File: config.mk
export PLATFORM = sky130hd
export DESIGN_NAME = freq_m_sched
export DESIGN_NICKNAME = d
export VERILOG_FILES = /design/src/rtl/freq_m_sched.sv
export SDC_FILE = /design/constraint.sdc
export NUM_CORES = 1
export LEC_CHECK = 0
export CORE_ASPECT_RATIO = 2
export CORE_MARGIN = 2
export CORE_UTILIZATION = 45
export DETAILED_ROUTE_END_ITERATION = 10
export GPL_TIMING_DRIVEN = 0
export PLACE_DENSITY = 0.7
export SLEW_MARGIN = 20
export SYNTH_ARGS = -nofsm -noshare
export SYNTH_HDL_FRONTEND = slang
export SYNTH_SLANG_ARGS = --single-unit
File: constraint.sdc
create_clock -name clk_base -period 16.4 [get_ports clk_base]
set_input_delay 2.46 -clock clk_base [delete_from_list [all_inputs] [get_ports clk_base]]
set_output_delay 2.46 -clock clk_base [all_outputs]
set_load 0.005 [all_outputs]
File: src/rtl/freq_m_sched.sv
// freq_m_sched: time-shares one frequency-counter datapath across up to four
// input channels. For each channel it selects the mux, clears the counter,
// opens a gate window, lets the counter settle and captures a scaled result.
//
// state      | meaning
// -----------+-----------------------------------------------------------
// S_IDLE     | waiting for start
// S_SELECT   | ch_sel driven, SETTLE cycles for the mux to settle
// S_CLEAR    | cnt_clr high for CLR_CYCLES cycles, sticky ovf cleared
// S_GATE     | cnt_en high for exactly G cycles
// S_HOLD     | cnt_en low, SETTLE cycles for the count to become stable
// S_CAPTURE  | scale the count; load the result register if it can take it
// S_WAIT_BUF | result pending, waiting for res_ack to free the register
module freq_m_sched #(
    parameter int unsigned FREQ_BASE  = 50_000_000,
    parameter int unsigned SETTLE     = 4,
    parameter int unsigned CLR_CYCLES = 4
) (
    input  logic        clk_base,
    input  logic        rst_n,
    input  logic        start,
    input  logic        continuous,
    input  logic [3:0]  ch_mask,
    input  logic [1:0]  gate_sel,
    input  logic [31:0] cnt_value,
    input  logic        cnt_ovf,
    output logic [1:0]  ch_sel,
    output logic        cnt_clr,
    output logic        cnt_en,
    output logic        res_valid,
    input  logic        res_ack,
    output logic [1:0]  res_ch,
    output logic [31:0] res_freq,
    output logic        res_ovf,
    output logic        busy,
    output logic        sweep_done,
    output logic        err_no_ch
);

    localparam logic [2:0] S_IDLE     = 3'd0;
    localparam logic [2:0] S_SELECT   = 3'd1;
    localparam logic [2:0] S_CLEAR    = 3'd2;
    localparam logic [2:0] S_GATE     = 3'd3;
    localparam logic [2:0] S_HOLD     = 3'd4;
    localparam logic [2:0] S_CAPTURE  = 3'd5;
    localparam logic [2:0] S_WAIT_BUF = 3'd6;

    // Timers are down-counters loaded with (length - 1); the state ends when
    // the count reaches zero.
    localparam logic [31:0] SETTLE_LD = 32'(SETTLE - 1);
    localparam logic [31:0] CLR_LD    = 32'(CLR_CYCLES - 1);
    localparam logic [31:0] GATE_LD0  = 32'(FREQ_BASE - 1);
    localparam logic [31:0] GATE_LD1  = 32'(FREQ_BASE / 10 - 1);
    localparam logic [31:0] GATE_LD2  = 32'(FREQ_BASE / 100 - 1);
    localparam logic [31:0] GATE_LD3  = 32'(FREQ_BASE / 1000 - 1);

    logic [2:0]  state;
    logic [31:0] tmr;
    logic        tmr_tc;
    logic [3:0]  mask_q;
    logic [1:0]  cur_ch;
    logic [1:0]  gsel_q;
    logic        ovf_sticky;
    logic [31:0] pend_freq;
    logic        pend_ovf;

    logic [31:0] gate_ld;
    logic [9:0]  mult;
    logic [41:0] prod;
    logic        cap_sat;
    logic [31:0] cap_freq;
    logic        cap_ovf;
    logic        do_load;

    logic [2:0]  first_pick;
    logic [2:0]  next_pick;
    logic        adv_sel;
    logic        adv_relatch;
    logic        adv_err;
    logic        adv_done;
    logic [1:0]  adv_ch;

    // Lowest set mask bit, either overall or strictly above cur; {found, index}.
    function automatic logic [2:0] pick_ch(input logic [3:0] m, input logic [1:0] cur,
                                           input logic from_start);
        logic [2:0] r;
        r = 3'b000;
        for (int i = 3; i >= 0; i--) begin
            if (m[i] && (from_start || i > int'(cur)))
                r = {1'b1, 2'(i)};
        end
        return r;
    endfunction

    assign tmr_tc  = (tmr == 32'd0);
    assign cnt_clr = (state == S_CLEAR);
    assign cnt_en  = (state == S_GATE);
    assign busy    = (state != S_IDLE);

    // Gate length and Hz scale factor for the latched gate selection.
    always_comb begin
        gate_ld = GATE_LD0;
        mult    = 10'd1;
        case (gsel_q)
            2'd1: begin gate_ld = GATE_LD1; mult = 10'd10;   end
            2'd2: begin gate_ld = GATE_LD2; mult = 10'd100;  end
            2'd3: begin gate_ld = GATE_LD3; mult = 10'd1000; end
            default: begin gate_ld = GATE_LD0; mult = 10'd1; end
        endcase
    end

    // Exact 42-bit scaling with saturation to the 32-bit result field.
    always_comb begin
        prod     = 42'(cnt_value) * 42'(mult);
        cap_sat  = |prod[41:32];
        cap_freq = cap_sat ? 32'hFFFF_FFFF : prod[31:0];
        cap_ovf  = ovf_sticky | cap_sat;
        do_load  = ((state == S_CAPTURE) && (!res_valid || res_ack)) ||
                   ((state == S_WAIT_BUF) && res_ack);
    end

    // What happens after a result is loaded: next channel, new sweep or stop.
    always_comb begin
        first_pick  = pick_ch(ch_mask, 2'd0, 1'b1);
        next_pick   = pick_ch(mask_q, cur_ch, 1'b0);
        adv_sel     = 1'b0;
        adv_relatch = 1'b0;
        adv_err     = 1'b0;
        adv_done    = 1'b0;
        adv_ch      = first_pick[1:0];
        if (next_pick[2]) begin
            adv_sel = 1'b1;
            adv_ch  = next_pick[1:0];
        end else if (continuous) begin
            if (ch_mask == 4'd0) begin
                adv_err = 1'b1;
            end else begin
                adv_sel     = 1'b1;
                adv_relatch = 1'b1;
            end
        end else begin
            adv_done = 1'b1;
        end
    end

    // Sequencing FSM with its shared down-counter timer.
    always_ff @(posedge clk_base) begin
        if (!rst_n) begin
            state      <= S_IDLE;
            tmr        <= 32'd0;
            mask_q     <= 4'd0;
            cur_ch     <= 2'd0;
            ch_sel     <= 2'd0;
            gsel_q     <= 2'd0;
            pend_freq  <= 32'd0;
            pend_ovf   <= 1'b0;
            err_no_ch  <= 1'b0;
            sweep_done <= 1'b0;
        end else begin
            err_no_ch  <= 1'b0;
            sweep_done <= 1'b0;
            case (state)
                S_IDLE: begin
                    if (start) begin
                        if (ch_mask == 4'd0) begin
                            err_no_ch <= 1'b1;
                        end else begin
                            mask_q <= ch_mask;
                            cur_ch <= first_pick[1:0];
                            ch_sel <= first_pick[1:0];
                            gsel_q <= gate_sel;
                            tmr    <= SETTLE_LD;
                            state  <= S_SELECT;
                        end
                    end
                end
                S_SELECT: begin
                    if (tmr_tc) begin
                        tmr   <= CLR_LD;
                        state <= S_CLEAR;
                    end else begin
                        tmr <= tmr - 32'd1;
                    end
                end
                S_CLEAR: begin
                    if (tmr_tc) begin
                        tmr   <= gate_ld;
                        state <= S_GATE;
                    end else begin
                        tmr <= tmr - 32'd1;
                    end
                end
                S_GATE: begin
                    if (tmr_tc) begin
                        tmr   <= SETTLE_LD;
                        state <= S_HOLD;
                    end else begin
                        tmr <= tmr - 32'd1;
                    end
                end
                S_HOLD: begin
                    if (tmr_tc)
                        state <= S_CAPTURE;
                    else
                        tmr <= tmr - 32'd1;
                end
                S_CAPTURE: begin
                    // cnt_value is only guaranteed stable here, so keep a copy.
                    pend_freq <= cap_freq;
                    pend_ovf  <= cap_ovf;
                    if (!do_load)
                        state <= S_WAIT_BUF;
                end
                S_WAIT_BUF: begin
                end
                default: state <= S_IDLE;
            endcase

            if (do_load) begin
                if (adv_sel) begin
                    state  <= S_SELECT;
                    tmr    <= SETTLE_LD;
                    cur_ch <= adv_ch;
                    ch_sel <= adv_ch;
                    gsel_q <= gate_sel;
                    if (adv_relatch)
                        mask_q <= ch_mask;
                end else begin
                    state <= S_IDLE;
                end
                err_no_ch  <= adv_err;
                sweep_done <= adv_done;
            end
        end
    end

    // Sticky counter overflow across the gate and hold windows.
    always_ff @(posedge clk_base) begin
        if (!rst_n)
            ovf_sticky <= 1'b0;
        else if (state == S_CLEAR)
            ovf_sticky <= 1'b0;
        else if (((state == S_GATE) || (state == S_HOLD)) && cnt_ovf)
            ovf_sticky <= 1'b1;
    end

    // Result register; an ack and a load in the same cycle keeps it full.
    always_ff @(posedge clk_base) begin
        if (!rst_n) begin
            res_valid <= 1'b0;
            res_ch    <= 2'd0;
            res_freq  <= 32'd0;
            res_ovf   <= 1'b0;
        end else if (do_load) begin
            res_valid <= 1'b1;
            res_ch    <= cur_ch;
            res_freq  <= (state == S_CAPTURE) ? cap_freq : pend_freq;
            res_ovf   <= (state == S_CAPTURE) ? cap_ovf : pend_ovf;
        end else if (res_ack) begin
            res_valid <= 1'b0;
        end
    end

endmodule

### Yosys cells after proc, flatten, opt, wreduce, memory -nomap -nowiden

Cells that the tools add are included.

* flip-flop bits (word level): 117
* input bits: 44
* output and inout bits: 43
* word-level logic and storage cells: 123

* $add $sub $neg: 1
* multipliers: 1
* order comparisons: 3
* equal/unequal tests: 16
* mux-type cells: 64
* bitwise gates (word level): 3
* reduce and logical (&&, ||, !) cells: 20

Operators with widths (number)
* 32-bit 2-to-1 mux: 9
* 32-bit one-hot mux with 4 select lines: 1
* 26-bit one-hot mux with 3 select lines: 1
* 32-bit by 10-bit multiplier with 42-bit output: 1
* 2-bit 2-to-1 mux: 20
* 32-bit logical NOT: 1
* 32-bit by 1-bit subtractor with 32-bit output, second input constant: 1
* 3-bit 2-to-1 mux: 10
* 10-bit one-hot mux with 3 select lines: 1
* 4-bit 2-to-1 mux: 6
* 3-bit one-hot mux with 7 select lines: 1
* 1-bit 2-to-1 mux: 15
* 3-bit != test, second input constant: 4
* 10-bit OR reduction: 1
* 3-bit == test, second input constant: 3
* 7-bit AND reduction: 1
* 3-bit by 2-bit == test with 1-bit output, second input constant: 2
* 1-bit logical AND: 6
* 3-bit by 1-bit != test with 1-bit output, second input constant: 2
* 2-bit == test, second input constant: 2
* 2-bit greater-than comparator, first input constant: 2
* 4-bit logical NOT: 1
* 2-bit OR reduction: 2
* 3-bit by 1-bit == test with 1-bit output, second input constant: 1
* other kinds (11): 14

### Depth between registers and ports, before layout

Gate-level depths: netlist (run 1).

* word-level depth: 9
* depth in mapped cells: 30
* gate-level depth less buffers: 23

### Worst setup path before layout (run 1)

OpenSTA, ideal clock, no wires.

* kind: input to register
* start: input cnt_value[18]
* end: register res_freq[13]
* library setup time: 134 ps
* arrival: 8034 ps
* data required time: 16266 ps
* path slack: 8232 ps
* cell stages on the path: 24
* buffers on the path: 4
* cells stage by stage: clkbuf_1 -> xor2_1 -> and2_1 -> ha_1 -> a31o_2 -> fa_1 -> fa_1 -> fa_1 -> inv_1 -> fa_1 -> inv_1 -> ha_1 -> clkbuf_1 -> o21ai_1 -> o211ai_1 -> a41o_1 -> nor3b_1 -> or4_1 -> nor4_1 -> o311ai_1 -> nor3_4 -> buf_6 -> buf_6 -> a31oi_1

* longest elaborated chain between the ends: 4

RTL lines
* from (decl): line 25 `input logic [31:0] cnt_value,`
* 32-bit by 10-bit multiplier with 42-bit output: line 114 `prod = 42'(cnt_value) * 42'(mult);`
* 10-bit OR reduction: line 115 `cap_sat = |prod[41:32];`
* 32-bit 2-to-1 mux: line 116 `cap_freq = cap_sat ? 32'hFFFF_FFFF : prod[31:0];`
* 32-bit 2-to-1 mux
* to (signal assigned): line 257 `res_freq <= (state == S_CAPTURE) ? cap_freq : pend_freq;`
* to (decl): line 33 `output logic [31:0] res_freq,`

No other way between the ends.
A chain may end at the register's enable or synchronous reset.

### Final worst setup path (run 1)

* start: register gsel_q[0]
* end: register res_freq[13]

* longest elaborated chain between the ends: 6
* elaborated cells on any way between the ends: 8
* classes of those cells: mul (1); eq/ne (3); mux (3); reduce/logical (1)

RTL lines
* from (decl): line 62 `logic [1:0] gsel_q;`
* from (signal assigned): line 171 `gsel_q <= gate_sel;`
* from (signal assigned): line 225 `gsel_q <= gate_sel;`
* 2-bit == test / 2-bit by 1-bit == test with 1-bit output (equally long branches): line 104 `case (gsel_q)`
* 10-bit one-hot mux with 3 select lines (*): line 104
* 32-bit by 10-bit multiplier with 42-bit output (*): line 114
* 10-bit OR reduction: line 115
* 32-bit 2-to-1 mux (*): line 116
* 32-bit 2-to-1 mux (*)

Every way passes the cells marked *; elsewhere a longest branch is shown, timed or not.

==> results of run 1 <==
==> sequential cells by signal, summed over array words and instances (netlist names), 2 cells and up <==
register,count
res_ch,2
state,3
gsel_q,2
pend_freq,32
tmr,32
cur_ch,2
res_freq,32
mask_q,3
ch_sel,2
==> cell usage in the layout (no fill, tap or decap), types with 7 or more instances in the layout <==
| master | n |
|---|---|
| a21o_1 | 16 |
| a21boi_0 | 26 |
| o311ai_1 | 8 |
| o21a_1 | 8 |
| ha_1 | 121 |
| clkbuf_16 | 17 |
| nor3_1 | 46 |
| and3_1 | 13 |
| o31ai_1 | 23 |
| nor4_1 | 12 |
| a31oi_1 | 34 |
| xor2_1 | 43 |
| a221oi_1 | 8 |
| inv_1 | 242 |
| a211oi_1 | 7 |
| nand3_1 | 35 |
| o2111ai_1 | 8 |
| o211ai_1 | 9 |
| dfxtp_1 | 116 |
| and2_1 | 55 |
| o21ai_0 | 110 |
| nor2_1 | 84 |
| a21oi_1 | 124 |
| nand2b_1 | 10 |
| nand2_1 | 224 |
| clkbuf_1 | 104 |
| xnor2_1 | 19 |
| clkdlybuf4s50_1 | 80 |
| nand4_1 | 16 |
| nor2b_1 | 48 |
| or3_1 | 14 |
| fa_1 | 187 |
| a22oi_1 | 7 |
==> per-layer routing <==
metal / vias to the layer above / GRT usage, %
met3: 254 / 4.42
met2: 603 / 57.9
met4: 0 / 24.4
li1: 6572 / -
met1: 7186 / 27.0
met5: - / 0
==> Yosys cell counts (5+ instances only) <==
library cell | count | share of area [%]
nand2_1 | 224 | 5.5
nor4_1 | 15 | 0.61
a221oi_1 | 8 | 0.46
nor2b_1 | 48 | 2.0
o211ai_1 | 9 | 0.44
nor2_1 | 84 | 2.1
a211oi_1 | 7 | 0.34
xor2_1 | 43 | 2.5
o21a_1 | 8 | 0.39
dfxtp_1 | 116 | 15
o311ai_0 | 6 | 0.34
o2111ai_1 | 8 | 0.46
o21bai_1 | 5 | 0.25
or3_1 | 14 | 0.57
and2_1 | 55 | 2.2
o22ai_1 | 5 | 0.20
nand2b_1 | 10 | 0.41
a21boi_0 | 26 | 1.3
o21ai_0 | 110 | 3.6
a22oi_1 | 7 | 0.34
o311ai_1 | 8 | 0.46
ha_1 | 121 | 9.9
inv_1 | 242 | 5.9
a311oi_1 | 6 | 0.34
and3_1 | 13 | 0.53
a21o_1 | 16 | 0.79
nand3_1 | 35 | 1.1
a21oi_1 | 124 | 4.1
a31oi_1 | 34 | 1.4
xnor2_1 | 19 | 1.1
buf_2 | 5 | 0.16
o31ai_1 | 23 | 1.1
fa_1 | 187 | 24
nand4_1 | 16 | 0.65
nor3_1 | 48 | 1.6
clkbuf_1 | 104 | 2.6
==> worst max-delay path by stage <==
stage	from	endpoint	slack, ns	cells past startpoint
CTS	gsel_q[0]	res_freq[13]	6.69	25
detailed placement	cnt_value[16]	res_freq[13]	6.47	24
global placement	cnt_value[16]	res_freq[19]	6.52	24
finish	gsel_q[0]	res_freq[13]	6.39	26
global route	gsel_q[0]	pend_freq[11]	6.22	25
floorplan	cnt_value[18]	res_freq[13]	8.23	24
==> per-stage QoR <==
stage                     hold slack, ns  total power (W)  std cells  utilization [%]  setup slack (ns)
after detailed placement           0.462          0.00204       2404             49.7              6.47
after global routing               0.490          0.00268       2436             51.6              6.22
after CTS                          0.470          0.00244       2436             51.6              6.69
after global placement             0.463          0.00201       2403             49.6              6.52
final                              0.466          0.00249       2436             51.6              6.39
after floorplan                    0.449          0.00151       1887                -              8.23
==> critical path: stages, from the launching register on <==
cell,delay (ns)
dfxtp_1,0.47
clkbuf_1,0.64
clkbuf_1,0.57
inv_1,0.23
ha_1,0.35
nor2_1,0.56
clkbuf_1,0.66
nor2b_1,0.17
ha_1,0.37
fa_1,0.62
fa_1,0.45
fa_1,0.51
inv_1,0.05
fa_1,0.47
inv_1,0.04
ha_1,0.35
a21oi_1,0.26
o211ai_1,0.13
a21oi_1,0.57
o211ai_1,0.53
nor4_1,0.44
a211oi_1,0.11
a2111o_1,0.48
nor3_4,0.34
buf_6,0.22
buf_6,0.17
a31oi_1,0.09
==> cell families after synthesis <==
| family | share of synthesized area [%] |
|---|---|
| XOR/XNOR | 3.55 |
| flip-flops | 15.2 |
| adder cells (fa/ha/maj) | 34.4 |
| AND/OR/NAND/NOR | 18.5 |
| AO/OA/AOI/OAI | 19.1 |
| buffers and inverters | 9.00 |
| multiplexers | 0.270 |
==> layout make-up <==
cell class	instances	area share [%]
multi-input cells	1414	67.3
flip-flops and latches	116	13.4
inverters	244	5.30
repair buffers	81	4.68
well taps	436	3.16
clock buffers	20	2.70
plain buffers	113	2.66
clock inverters	12	0.818
==> report_power, final <==
part           switching, W  internal (W)  leakage [nW]
logic               0.00119      0.000564          6.66
clock network      0.000152      0.000238         0.294
registers         0.0000314      0.000311         0.938
==> flow_summary.yaml, run 1 <==
status:
  status: "complete, no violations"
yosys:
  post_synth.cell_area_avg_um2: 8.11
  synth_area_um2: 15300
  synth-seq-cells: 116
  synth.yosys.warnings: 0
  synth_sequential_area_ratio_pct: 15.2
  syn-num-nets: 2239
  share_of_synthesized_flip_flops_with_an_asynchronous_set_or_reset_pct: 0
  synthCells: 1887
  number_of_synthesized_flops_with_an_enable_pin: 0
  primary_flip_flop_cell_chosen_by_synthesis_mapping: "dfxtp_1"
  cell_variety_after_synth: 76
hold_path:
  hold-path-cell-count: 2
  hold-path-endpoint: "res_ch[0]"
  launch_instance_of_the_worst_min_delay_path: "res_ch[0]"
  timing.hold.worst.class: "reg2reg"
floorplanning:
  floorplan.die_area_um2: 35600
  ios: 87
  die_x_um: 134
  die_h_um: 265
  rows: 95
  design.core.area_um2: 33500
  effective_utilization_at_floorplan_pct: 45.6
cells_and_area:
  n_antenna_cell: 0
  area_taken_by_flip_flops_and_latches_um2: 2320
  fillerInstances: 3261
  final_nets: 2339
  flow.area_growth_from_synthesis_pct: 13.0
  drive_above_1_share_pct: 3.35
  area_taken_by_multi_input_logic_gates_um2: 11600
  postLayoutCellArea_um2: 17300
pwr:
  cellPowerDensity_nw_per_um2: 144
  worst_supply_voltage_drop_on_vdd_mv: 0.0916
  cellLeakagePower_nw: 7.90
clocking:
  postCtsResizedCells: 0
  root_buffer: "clkbuf_16"
  cts_buffers: 17
  clk-insertion-delay-late_ns: 0.43
  clkSlewWorstSetupHoldPaths_ns: 0.06
  holdBufCountCts: 0
  post_cts_buffers: 0
  number_of_h_tree_branching_levels: 4
  clock_path_buffers: 2
  tritoncts: "built"
  clkSinkCount: 116
route:
  routed_wirelength_normalized_by_instance_count_um: 21.5
  detail_route.vias_per_cell: 6.00
  detail_route.iter0.violations: 915
  met3_length_um: 2360
  detail_route.drc_violations: 0
  met2_length_um: 28700
  vias: 14615
  maxUsedRoutingLayer: "met4"
  drt-met1-wl_um: 16300
  totalWireLength_um: 52300
  final_antenna_net_count: 0
  detail_route.first_pass.iterations: 8
sta:
  report.final.hold_viol_count: 0
  min_period_ns: 10.01
  timing.max_slew.rel_slack_pct: 29.1
  finalSetupTns_ns: 0
  tightest_slew_ns: 1.06
  timing.final.setup_violations: 0
  clock.fmax_mhz: 99.9
  slew_viol_final: 0
  layout_worst_path_cycle_share_pct: 61.1
  timing.clock.skew_ns: 0.00897
  rsz_0062_raised_after_global_routing: "no"
global_route:
  via_count_of_the_first_global_routing_pass: 15627
  grt_antenna_before_repair: 1
  grt_pass1_wl_um: 82000
  globalRouteOverflowTotal: 0
  grt_usage_pct: 30.2
  grt_start_max_net_pins: 17
placement:
  place_hpwl_um: 42600
  gp_congestion: 1.02
  place_area_um2: 16700
  port_buffers: 80
worst_setup_path:
  critical_path_class: "reg2reg"
  r2r-start: "gsel_q[0]"
  cp_max_fo: 10
  critical_path.startpoint_type: "flop"
  rr_worst_depth: 26
  critPathArrivalTime_ns: 10.31
  worstPathRequired_ns: 16.69
  r2r-end: "res_freq[13]"
  flop_to_flop_setup_slack_ns: 6.39
  worstSetupEndpointType: "flop"
flow_run:
  max-cap-violations: 0
(Power assumes the default switching activity.)
==> inputs of run 2 (changes only) <==
--- a/config.mk
+++ b/config.mk
@@ -10,7 +10,7 @@
 export CORE_UTILIZATION = 45
 export DETAILED_ROUTE_END_ITERATION = 10
 export GPL_TIMING_DRIVEN = 0
-export PLACE_DENSITY = 0.7
+export PLACE_DENSITY = 0.72
 export SLEW_MARGIN = 20
 export SYNTH_ARGS = -nofsm -noshare
 export SYNTH_HDL_FRONTEND = slang
==> constraint.sdc (replaced) <==
create_clock -name clk_base -period 8.2 [get_ports clk_base]
set_input_delay 1.23 -clock clk_base [delete_from_list [all_inputs] [get_ports clk_base]]
set_output_delay 1.23 -clock clk_base [all_outputs]
set_load 0.005 [all_outputs]
==> flow_summary.yaml, run 2 (synthesis gave the netlist of run 1 again) <==
pwr:
  cellPowerDensity_nw_per_um2: 283
  cellLeakagePower_nw: 7.94
  worst_supply_voltage_drop_on_vdd_mv: 0.175
cells_and_area:
  area_taken_by_flip_flops_and_latches_um2: 2320
  area_taken_by_multi_input_logic_gates_um2: 11700
  reg.largest.list: "pend_freq x32, res_freq x32, tmr x32"
  layout_commonest_cell: "inv_1"
  layout.cells.most_common_list: "242 x inv_1, 224 x nand2_1, 187 x fa_1"
  fillerInstances: 3215
  finalNonFillerCells: 2435
  final_nets: 2338
  flow.area_growth_from_synthesis_pct: 13.1
  n_antenna_cell: 0
  drive_above_1_share_pct: 4.55
  postLayoutCellArea_um2: 17300
global_route:
  grt_usage_pct: 29.2
  globalRouteOverflowTotal: 0
  grt_antenna_before_repair: 2
  grt_pass1_wl_um: 80100
  grt_start_max_net_pins: 17
  via_count_of_the_first_global_routing_pass: 15423
worst_setup_path:
  worstPathRequired_ns: 8.48
  critical_path.startpoint_type: "flop"
  cp_max_fo: 16
  critical_path_class: "reg2reg"
  critPathArrivalTime_ns: 8.24
  worstSetupEndpointType: "flop"
placement:
  numPlacedInstances: 2403
  port_buffers: 80
  place_hpwl_um: 42000
  place_area_um2: 16600
  gp_congestion: 1.00
sta:
  layout_worst_path_cycle_share_pct: 97.1
  rsz_0062_raised_after_global_routing: "no"
  min_period_ns: 7.96
  report.final.hold_viol_count: 0
  slew_viol_final: 0
  tightest_slew_ns: 1.07
  hold_ws_ns: 0.475
  clock.fmax_mhz: 126
  timing.clock.skew_ns: 0.00958
  timing.final.setup_violations: 0
  timing.max_slew.rel_slack_pct: 28.2
route:
  maxUsedRoutingLayer: "met5"
  drt-met1-wl_um: 15800
  detail_route.vias_per_cell: 5.99
  detail_route.iter0.violations: 921
  met3_length_um: 2430
  final_antenna_net_count: 0
  detail_route.drc_violations: 0
  detail_route.first_pass.iterations: 8
  totalWireLength_um: 51100
  routed_wirelength_normalized_by_instance_count_um: 21.0
  met2_length_um: 28000
  vias: 14590
clocking:
  root_buffer: "clkbuf_16"
  holdBufCountCts: 0
  clkSinkCount: 116
  clkSlewWorstSetupHoldPaths_ns: 0.06
  clk-insertion-delay-late_ns: 0.41
  clock_path_buffers: 2
  tritoncts: "built"
  cts_buffers: 17
  number_of_h_tree_branching_levels: 4
floorplanning:
  rows: 95
  ios: 87
  die_h_um: 265
  die_x_um: 134
  floorplan.die_area_um2: 35600
  design.core.area_um2: 33500
  effective_utilization_at_floorplan_pct: 45.6
flow_run:
  max-cap-violations: 0
status:
  status: "complete, no violations"
hold_path:
  timing.hold.worst.class: "reg2reg"
## run 2: worst paths after layout
path	to	startpoint	depth (start not counted)	slack, ns
hold / removal	res_ch[1]	res_ch[1]	2	0.48
setup reg to reg	pend_freq[5]	gsel_q[0]	26	0.24
setup / recovery	pend_freq[5]	gsel_q[0]	26	0.24
hold reg to reg	res_ch[1]	res_ch[1]	2	0.48
## run 2: critical path, cell delays in order, from the launching register on
cell      delay, ns
dfxtp_1        0.47
buf_4          0.34
inv_1          0.18
ha_1           0.32
nor2_4         0.32
buf_2          0.37
nor2b_1        0.13
ha_1           0.33
fa_1           0.55
fa_1           0.43
fa_1           0.52
inv_1          0.06
fa_1           0.48
inv_1          0.05
ha_1           0.26
clkbuf_1       0.29
nand4_1        0.20
nor3_1         0.30
nand2_1        0.09
o211ai_1       0.46
a21oi_1        0.18
o21a_1         0.21
a2111o_1       0.51
nor3_4         0.30
buf_6          0.21
buf_6          0.16
a21oi_1        0.08
## run 2: final cells by class
type / instances / share of cell area, %
plain buffers: 109 / 2.70
clock buffers: 17 / 2.46
clock inverters: 15 / 0.781
inverters: 244 / 5.29
multi-input cells: 1414 / 67.4
flip-flops and latches: 116 / 13.4
well taps: 436 / 3.15
repair buffers: 84 / 4.80
## run 2: metal layers
metal,vias to the layer above,global-route usage (%)
met4,4,23.2
met5,-,0
met3,262,3.82
met1,7084,26.3
li1,6577,-
met2,663,56.4
## run 2: stage by stage
step                      setup slack, ns  total power (W)  setup TNS (ns)  utilization [%]
after floorplan                      1.19          0.00302               0                -
after global placement              -1.37          0.00400          -84.31             49.6
after detailed placement            -1.41          0.00407          -87.08             49.7
after CTS                         0.00630          0.00479               0             51.4
after global routing               0.0155          0.00528               0             51.6
final                               0.236          0.00489               0             51.6
## run 2: where the power goes
group	internal [W]	switching, W
sequential	0.000622	0.0000596
clock	0.000400	0.000309
combinational	0.00114	0.00236
## run 2: repair_timing
action / 4_1_cts / 5_1_grt
resized for setup: 10 / 30
endpoints found under the hold margin: 0 / 0
pin swaps: 1 / 2
setup buffers: 1 / 3
setup endpoints to repair: 66 / 66
